$ cat config.mk
export PLATFORM = sky130hd
export DESIGN_NAME = core_dispatch_scoreboard_flat
export DESIGN_NICKNAME = d
export VERILOG_FILES = /design/src/rtl/core_dispatch_scoreboard_pkg.sv /design/src/rtl/core_dispatch_scoreboard_if.sv /design/src/rtl/core_dispatch_slot_check.sv /design/src/rtl/core_dispatch_scoreboard.sv /design/src/flat_wrapper.sv
export SDC_FILE = /design/constraint.sdc
export NUM_CORES = 1
export LEC_CHECK = 0
export CAP_MARGIN = 5
export CORE_MARGIN = 1.5
export CORE_UTILIZATION = 35
export DETAILED_ROUTE_END_ITERATION = 8
export PLACE_DENSITY = 0.59
export SLEW_MARGIN = 20
export SYNTH_ARGS = -nofsm -noshare
export SYNTH_HDL_FRONTEND = slang
export SYNTH_SLANG_ARGS = --single-unit
$ cat constraint.sdc
create_clock -name clk -period 6.6 [get_ports clk]
set_input_delay 0.66 -clock clk [delete_from_list [all_inputs] [get_ports clk]]
set_output_delay 0.66 -clock clk [all_outputs]
set_load 0.02 [all_outputs]
$ cat src/rtl/core_dispatch_scoreboard_pkg.sv
// Shared decode types, latency classes and helpers for the dispatch scoreboard.
// Optional build macro CORE_DISPATCH_BYPASS_EN is consumed by the slot checker.
package core_dispatch_scoreboard_pkg;

  localparam int REG_W        = 4;
  localparam int REG_SPACE    = 16;
  localparam int DEF_ALU_LAT  = 1;
  localparam int DEF_MUL_LAT  = 3;
  localparam int DEF_LDST_LAT = 2;

  typedef enum logic [1:0] {
    LAT_ALU  = 2'd0,
    LAT_MUL  = 2'd1,
    LAT_LDST = 2'd2
  } lat_class_e;

  typedef struct packed {
    logic execute;
    logic mul;
    logic ldst;
    logic branch;
  } insn_ctrl_t;

  typedef struct packed {
    logic writeback;
  } insn_data_t;

  typedef struct packed {
    insn_ctrl_t       ctrl;
    insn_data_t       data;
    logic [REG_W-1:0] rd;
    logic [REG_W-1:0] ra;
    logic [REG_W-1:0] rb;
    logic             uses_ra;
    logic             uses_rb;
  } insn_decode;

  // What the already-issued older slots of this cycle have claimed.
  typedef struct packed {
    logic                 prev_ok;
    logic [REG_SPACE-1:0] dest_mask;
    logic                 mul_used;
    logic                 ldst_used;
    logic                 branch_seen;
  } issue_summary_t;

  function automatic lat_class_e lat_class(input insn_ctrl_t c);
    lat_class_e cls;
    if (c.mul) begin
      cls = LAT_MUL;
    end else if (c.ldst) begin
      cls = LAT_LDST;
    end else begin
      cls = LAT_ALU;
    end
    return cls;
  endfunction

  function automatic int lat_of(input insn_ctrl_t c, input int alu, input int mul, input int ldst);
    int lat;
    case (lat_class(c))
      LAT_MUL:  lat = mul;
      LAT_LDST: lat = ldst;
      default:  lat = alu;
    endcase
    return lat;
  endfunction

  function automatic int cnt_width(input int alu, input int mul, input int ldst);
    int mx;
    mx = (alu > mul) ? alu : mul;
    mx = (mx > ldst) ? mx : ldst;
    return $clog2(mx + 1);
  endfunction

endpackage

$ cat src/rtl/core_dispatch_scoreboard_if.sv
// Decode-to-dispatch handshake: bundle in, issue result and busy map out.
interface core_dispatch_scoreboard_if
  import core_dispatch_scoreboard_pkg::*;
#(
  parameter int ISSUE_W = 2,
  parameter int NREGS   = 16
) ();

  logic                           bundle_valid;
  insn_decode                     dec [ISSUE_W];
  logic                           be_stall;
  logic                           flush;
  logic [ISSUE_W-1:0]             issue_mask;
  logic [$clog2(ISSUE_W+1)-1:0]   issue_count;
  logic [NREGS-1:0]               busy;

  modport master (
    output bundle_valid, dec, be_stall, flush,
    input  issue_mask, issue_count, busy
  );

  modport slave (
    input  bundle_valid, dec, be_stall, flush,
    output issue_mask, issue_count, busy
  );

endinterface

$ cat src/rtl/core_dispatch_slot_check.sv
// Combinational issue check for one bundle slot; chains an "older slots" summary.
// CORE_DISPATCH_BYPASS_EN lets a source with one cycle left be read via forwarding.
module core_dispatch_slot_check
  import core_dispatch_scoreboard_pkg::*;
#(
  parameter int NREGS    = 16,
  parameter int ALU_LAT  = DEF_ALU_LAT,
  parameter int MUL_LAT  = DEF_MUL_LAT,
  parameter int LDST_LAT = DEF_LDST_LAT,
  parameter int CNT_W    = cnt_width(ALU_LAT, MUL_LAT, LDST_LAT)
) (
  input  insn_decode                      d,
  input  logic [NREGS-1:0][CNT_W-1:0]     cnt,
  input  issue_summary_t                  sum_in,
  output logic                            ok,
  output issue_summary_t                  sum_out
);

  logic [CNT_W-1:0]     lat_s;
  logic                 raw_sb_s;
  logic                 waw_sb_s;
  logic                 raw_ib_s;
  logic                 waw_ib_s;
  logic                 struct_s;
  logic                 commit_s;
  logic [REG_SPACE-1:0] rd_onehot_s;

  function automatic logic src_ready(input logic [CNT_W-1:0] c);
`ifdef CORE_DISPATCH_BYPASS_EN
    return (c <= CNT_W'(1));
`else
    return (c == {CNT_W{1'b0}});
`endif
  endfunction

  // Hazard checks against the scoreboard and the older issued slots.
  always_comb begin
    lat_s       = CNT_W'(lat_of(d.ctrl, ALU_LAT, MUL_LAT, LDST_LAT));
    raw_sb_s    = (!d.uses_ra || src_ready(cnt[d.ra])) &&
                  (!d.uses_rb || src_ready(cnt[d.rb]));
    // Younger write must not land before an older in-flight write to rd.
    waw_sb_s    = !d.data.writeback || (cnt[d.rd] <= lat_s);
    raw_ib_s    = !(d.uses_ra && sum_in.dest_mask[d.ra]) &&
                  !(d.uses_rb && sum_in.dest_mask[d.rb]);
    waw_ib_s    = !d.data.writeback || !sum_in.dest_mask[d.rd];
    struct_s    = !(d.ctrl.mul && sum_in.mul_used) && !(d.ctrl.ldst && sum_in.ldst_used);
    ok          = sum_in.prev_ok && !sum_in.branch_seen &&
                  (!d.ctrl.execute || (raw_sb_s && waw_sb_s && raw_ib_s && waw_ib_s && struct_s));
    commit_s    = ok && d.ctrl.execute;
    rd_onehot_s = {{(REG_SPACE-1){1'b0}}, 1'b1} << d.rd;

    sum_out.prev_ok     = ok;
    sum_out.dest_mask   = sum_in.dest_mask |
                          ((commit_s && d.data.writeback) ? rd_onehot_s : {REG_SPACE{1'b0}});
    sum_out.mul_used    = sum_in.mul_used    || (commit_s && d.ctrl.mul);
    sum_out.ldst_used   = sum_in.ldst_used   || (commit_s && d.ctrl.ldst);
    sum_out.branch_seen = sum_in.branch_seen || (commit_s && d.ctrl.branch);
  end

endmodule

$ cat src/rtl/core_dispatch_scoreboard.sv
// In-order dispatch gate: issues the longest hazard-free prefix of the bundle and
// tracks in-flight writes with per-register countdowns. Optional: CORE_DISPATCH_BYPASS_EN.
module core_dispatch_scoreboard
  import core_dispatch_scoreboard_pkg::*;
#(
  parameter int ISSUE_W  = 2,
  parameter int NREGS    = 16,
  parameter int ALU_LAT  = DEF_ALU_LAT,
  parameter int MUL_LAT  = DEF_MUL_LAT,
  parameter int LDST_LAT = DEF_LDST_LAT
) (
  input  logic                       clk,
  input  logic                       rst_n,
  core_dispatch_scoreboard_if.slave  dif
);

  localparam int CNT_W  = cnt_width(ALU_LAT, MUL_LAT, LDST_LAT);
  localparam int CNT_CW = $clog2(ISSUE_W + 1);

  logic [NREGS-1:0][CNT_W-1:0] cnt_r;
  logic [NREGS-1:0][CNT_W-1:0] cnt_nxt_s;
  logic [NREGS-1:0]            busy_r;
  logic [NREGS-1:0]            busy_nxt_s;
  logic [ISSUE_W-1:0]          ok_s;
  logic [CNT_CW-1:0]           count_s;
  logic [CNT_W-1:0]            val_s;
  issue_summary_t              sum_s [ISSUE_W+1];

  // Reset also gates issue so the combinational outputs read zero during reset.
  assign sum_s[0] = '{
    prev_ok:     rst_n && dif.bundle_valid && !dif.flush && !dif.be_stall,
    dest_mask:   {REG_SPACE{1'b0}},
    mul_used:    1'b0,
    ldst_used:   1'b0,
    branch_seen: 1'b0
  };

  for (genvar k = 0; k < ISSUE_W; k++) begin : g_slot
    core_dispatch_slot_check #(
      .NREGS    (NREGS),
      .ALU_LAT  (ALU_LAT),
      .MUL_LAT  (MUL_LAT),
      .LDST_LAT (LDST_LAT),
      .CNT_W    (CNT_W)
    ) u_check (
      .d       (dif.dec[k]),
      .cnt     (cnt_r),
      .sum_in  (sum_s[k]),
      .ok      (ok_s[k]),
      .sum_out (sum_s[k+1])
    );
  end

  // Popcount of the issued prefix.
  always_comb begin
    count_s = {CNT_CW{1'b0}};
    for (int k = 0; k < ISSUE_W; k++) begin
      count_s = count_s + CNT_CW'(ok_s[k]);
    end
  end

  // Next counter state: hold on stall, else drain; new issues override the drain.
  always_comb begin
    cnt_nxt_s  = cnt_r;
    busy_nxt_s = busy_r;
    val_s      = {CNT_W{1'b0}};
    for (int r = 0; r < NREGS; r++) begin
      val_s = dif.be_stall ? cnt_r[r] :
              ((cnt_r[r] != {CNT_W{1'b0}}) ? (cnt_r[r] - CNT_W'(1)) : {CNT_W{1'b0}});
      for (int k = 0; k < ISSUE_W; k++) begin
        val_s = (ok_s[k] && dif.dec[k].ctrl.execute && dif.dec[k].data.writeback &&
                 (dif.dec[k].rd == REG_W'(r)))
                ? CNT_W'(lat_of(dif.dec[k].ctrl, ALU_LAT, MUL_LAT, LDST_LAT))
                : val_s;
      end
      cnt_nxt_s[r]  = val_s;
      busy_nxt_s[r] = (val_s != {CNT_W{1'b0}});
    end
  end

  // Counter array and registered busy map.
  always_ff @(posedge clk or negedge rst_n) begin
    if (!rst_n) begin
      cnt_r  <= {(NREGS*CNT_W){1'b0}};
      busy_r <= {NREGS{1'b0}};
    end else begin
      cnt_r  <= cnt_nxt_s;
      busy_r <= busy_nxt_s;
    end
  end

  assign dif.issue_mask  = ok_s;
  assign dif.issue_count = count_s;
  assign dif.busy        = busy_r;

endmodule
$ cat src/flat_wrapper.sv
// flat-port wrapper written by rule: the top's interface ports become plain ports
module core_dispatch_scoreboard_flat import core_dispatch_scoreboard_pkg::*;
#(
  parameter int ISSUE_W  = 2,
  parameter int NREGS    = 16,
  parameter int ALU_LAT  = DEF_ALU_LAT,
  parameter int MUL_LAT  = DEF_MUL_LAT,
  parameter int LDST_LAT = DEF_LDST_LAT
)
  (clk, rst_n, dif_bundle_valid, dif_dec, dif_be_stall, dif_flush, dif_issue_mask, dif_issue_count, dif_busy);
  core_dispatch_scoreboard_if #(.ISSUE_W(ISSUE_W), .NREGS(NREGS)) dif_i ();
  input  logic clk;
  input  logic rst_n;
  input wire logic [$bits(dif_i.bundle_valid)-1:0] dif_bundle_valid;
  input wire logic [$bits(dif_i.dec)-1:0] dif_dec;
  input wire logic [$bits(dif_i.be_stall)-1:0] dif_be_stall;
  input wire logic [$bits(dif_i.flush)-1:0] dif_flush;
  output wire logic [$bits(dif_i.issue_mask)-1:0] dif_issue_mask;
  output wire logic [$bits(dif_i.issue_count)-1:0] dif_issue_count;
  output wire logic [$bits(dif_i.busy)-1:0] dif_busy;
  assign dif_i.bundle_valid = dif_bundle_valid;
  assign dif_i.dec = {>>{dif_dec}};
  assign dif_i.be_stall = dif_be_stall;
  assign dif_i.flush = dif_flush;
  assign dif_issue_mask = dif_i.issue_mask;
  assign dif_issue_count = dif_i.issue_count;
  assign dif_busy = dif_i.busy;
  core_dispatch_scoreboard #(.ISSUE_W(ISSUE_W), .NREGS(NREGS), .ALU_LAT(ALU_LAT), .MUL_LAT(MUL_LAT), .LDST_LAT(LDST_LAT)) u_core (.clk(clk), .rst_n(rst_n), .dif(dif_i));
endmodule
==> impl_metrics.py <==
metrics = {
    "grt": {
        "grt_pass1_wl_mm": 22.8,
        "grt_pass1_vias": 4179,
        "track_usage_pct": 22.4,
        "grt_max_degree": 62,
        "antenna_found_initial": 0,
        "overflow": 0,
    },
    "clock_network": {
        "clk_path_buf_depth": 2,
        "cts_sinks": 48,
        "cts_resized": 0,
        "root_buffer": "clkbuf_16",
        "clk_pin_slew_ps": 60,
        "cts-htree-levels": 2,
        "numCtsBuffers": 5,
        "clk_latency_ps": 290,
        "post_cts_buffers": 0,
        "hold_buffers": 0,
        "cts_tree": "done",
    },
    "drt": {
        "vias": 4129,
        "totalWireLength_mm": 14.5,
        "first_iter_violations": 301,
        "postRouteAntennaNets": 0,
        "viasPerCell": 5.98,
        "wl_per_cell_um": 21.0,
        "firstDrtPassIters": 5,
        "drcViolationCount": 0,
    },
    "synthesis": {
        "synth_edf_count": 0,
        "synth_seq_cells": 48,
        "synth.most_common_cell": "nand2_1",
        "yosysTopAreaCell": "dfrtp_1",
        "synth_area_leaders": "dfrtp_1, mux4_2, mux2i_1",
        "yosysWarnings": 0,
        "synth.avg_cell_area_um2": 9.24,
        "synth_seq_area_share_pct": 26.8,
        "syn_area_mm2": 0.00448,
        "synth_ff_type": "dfrtp_1",
        "synthArstFlopShare_pct": 100,
        "yosysUniqueCellTypes": 54,
        "yosysTopAreaCellShare_pct": 26.8,
        "synthesis.nets": 533,
        "synth_cells": 485,
        "ys_top_cells_by_count": "nand2_1, mux2i_1, dfrtp_1",
    },
    "place": {
        "placed_cell_area_mm2": 0.00516,
        "post-place-ws_ps": 855,
        "numPortBuffers": 61,
        "place.gp.congestion": 0.901,
        "hpwl_mm": 10.6,
    },
    "sta": {
        "fmax_ghz": 0.174,
        "hold_violations": 0,
        "fin_crit_ps": 5750,
        "worst_slack_ps": 855,
        "setup_viol": 0,
        "final.period_utilization_pct": 87.0,
        "relSlewSlack_pct": 33.7,
        "grt_setup_unrepaired": "no",
        "fin_tns_setup_ps": 0,
        "drv_slew": 0,
        "clock_skew_ps": 3.45,
        "worst_slew_pin_slew_ps": 994,
    },
    "critical_path": {
        "critPathLaunchType": "input pin",
        "worstPathArrival_ps": 5090,
        "endpoint_kind": "output pin",
        "cp.required_ps": 5940,
        "cp_max_fo": 19,
        "reg2reg_depth": 10,
        "path_cells": "clkdlybuf4s50_1, mux4_2, mux4_2, ha_1, a21oi_1, o32ai_2, nor3_1, a21boi_4, nand2_1, nand3b_1, a21oi_1, ha_1, clkdlybuf4s50_1",
        "critical_path.max_stage_delay_ps": 860,
        "path_class": "input pin to output pin",
        "crit_path_top_delay_cell": "clkdlybuf4s50_1",
    },
    "power": {
        "cellLeakagePower_uw": 0.00237,
        "power.total_uw": 727,
        "powerDensity_mw_per_mm2": 137,
        "ir_drop_v": 0.0000885,
    },
    "cells_and_area": {
        "num-fill-cells": 1231,
        "drive_gt1_share_pct": 15.2,
        "finish.instance_area_mm2": 0.00532,
        "nNetsFinal": 566,
        "area.sequential_mm2": 0.00120,
        "syn2layout_area_growth_pct": 18.7,
        "antennaDiodeCount": 0,
        "multiInputGateArea_mm2": 0.00306,
    },
    "outcome": {
        "status": "finished, final reports clean",
    },
    "floorplanning": {
        "start_util_pct": 35.7,
        "fp.dieW_um": 116,
        "die_area_mm2": 0.0135,
        "row_count": 41,
        "core_mm2": 0.0126,
        "die_h_um": 116,
        "boundaryPins": 63,
    },
    "job": {
        "max_cap_viol_count": 0,
    },
    "hold_path": {
        "hold_path.class": "input pin to asynchronous set/reset pin",
    },
}
==> stage by stage <==
stage               hold slack (ps)  util [%]  std cells
detailed placement              619      41.0        683
global route                    611      42.3        691
CTS                             566      42.3        691
floorplan                       364         -        485
global placement                616      41.0        683
finish                          538      42.3        691
==> placed cells by master (no fill, tap or decap), types with 6 or more instances in the layout <==
| cell type | count |
|---|---|
| nor2b_1 | 12 |
| mux2i_1 | 49 |
| o21ai_0 | 20 |
| nor2_1 | 39 |
| nor3_1 | 16 |
| dfrtp_1 | 48 |
| a21oi_1 | 21 |
| mux2_2 | 16 |
| nand3_2 | 10 |
| nand2_1 | 57 |
| xor2_1 | 6 |
| nand3_1 | 17 |
| buf_4 | 6 |
| mux4_2 | 29 |
| nand4_1 | 22 |
| clkdlybuf4s50_1 | 59 |
| and3_1 | 6 |
| inv_1 | 9 |
==> final cells by class <==
cell class / count / share of cell area (%)
clock inverter: 2 / 0.659
timing repair buffer: 67 / 12.1
multi-input combinational: 387 / 57.5
tap: 172 / 4.05
clock buffer: 6 / 2.42
inverter: 9 / 0.635
sequential: 48 / 22.6
==> critical path, delay by kind of cell <==
kind | cells | cell delay (ps)
adders and majority gates | 2 | 580
buffers and inverters | 2 | 1450
AOI/OAI and AO/OA | 4 | 900
muxes | 2 | 1060
and+or+nand+nor | 3 | 430
==> final timing paths <==
| kind | startpoint | to | slack [ps] |
|---|---|---|---|
| min in group clk | u_core.cnt_r[25]$_DFF_PN0_ | u_core.dif.busy[12]$_DFF_PN0_ | 630 |
| max | dif_dec[29] | dif_issue_count[0] | 850 |
| min | rst_n | u_core.cnt_r[28]$_DFF_PN0_ | 540 |
| max in group asynchronous | rst_n | u_core.cnt_r[0]$_DFF_PN0_ | 5650 |
| max reg2reg | u_core.cnt_r[1]$_DFF_PN0_ | u_core.cnt_r[29]$_DFF_PN0_ | 2590 |
| min reg2reg | u_core.cnt_r[25]$_DFF_PN0_ | u_core.dif.busy[12]$_DFF_PN0_ | 630 |
==> state kept, by name, summed over array words and instances (netlist names) <==
name,flops
u_core.cnt_r,32
u_core.dif.busy,16
==> layer usage <==
layer | up-vias | GRT usage (%) | share of wire [%]
li1 | 1868 | - | -
met1 | 2016 | 29.9 | 42
met2 | 208 | 37.4 | 47
met3 | 37 | 2.49 | 7.8
met4 | 0 | 9.11 | 2.9
met5 | - | 0 | 0
==> cells by family after synthesis <==
logic type	after synthesis	share of synthesized area, %
compound gates	69	10.7
xor+xnor	11	2.15
fa+ha+maj	5	1.40
buf+inv	50	5.05
flops	48	26.8
mux	94	29.5
simple gates	208	24.4
==> power breakdown <==
part | switching (uW) | internal, uW
sequential | 2.13 | 295
clock | 111 | 178
combinational | 82.4 | 57.5
(Power assumes the default switching activity.)
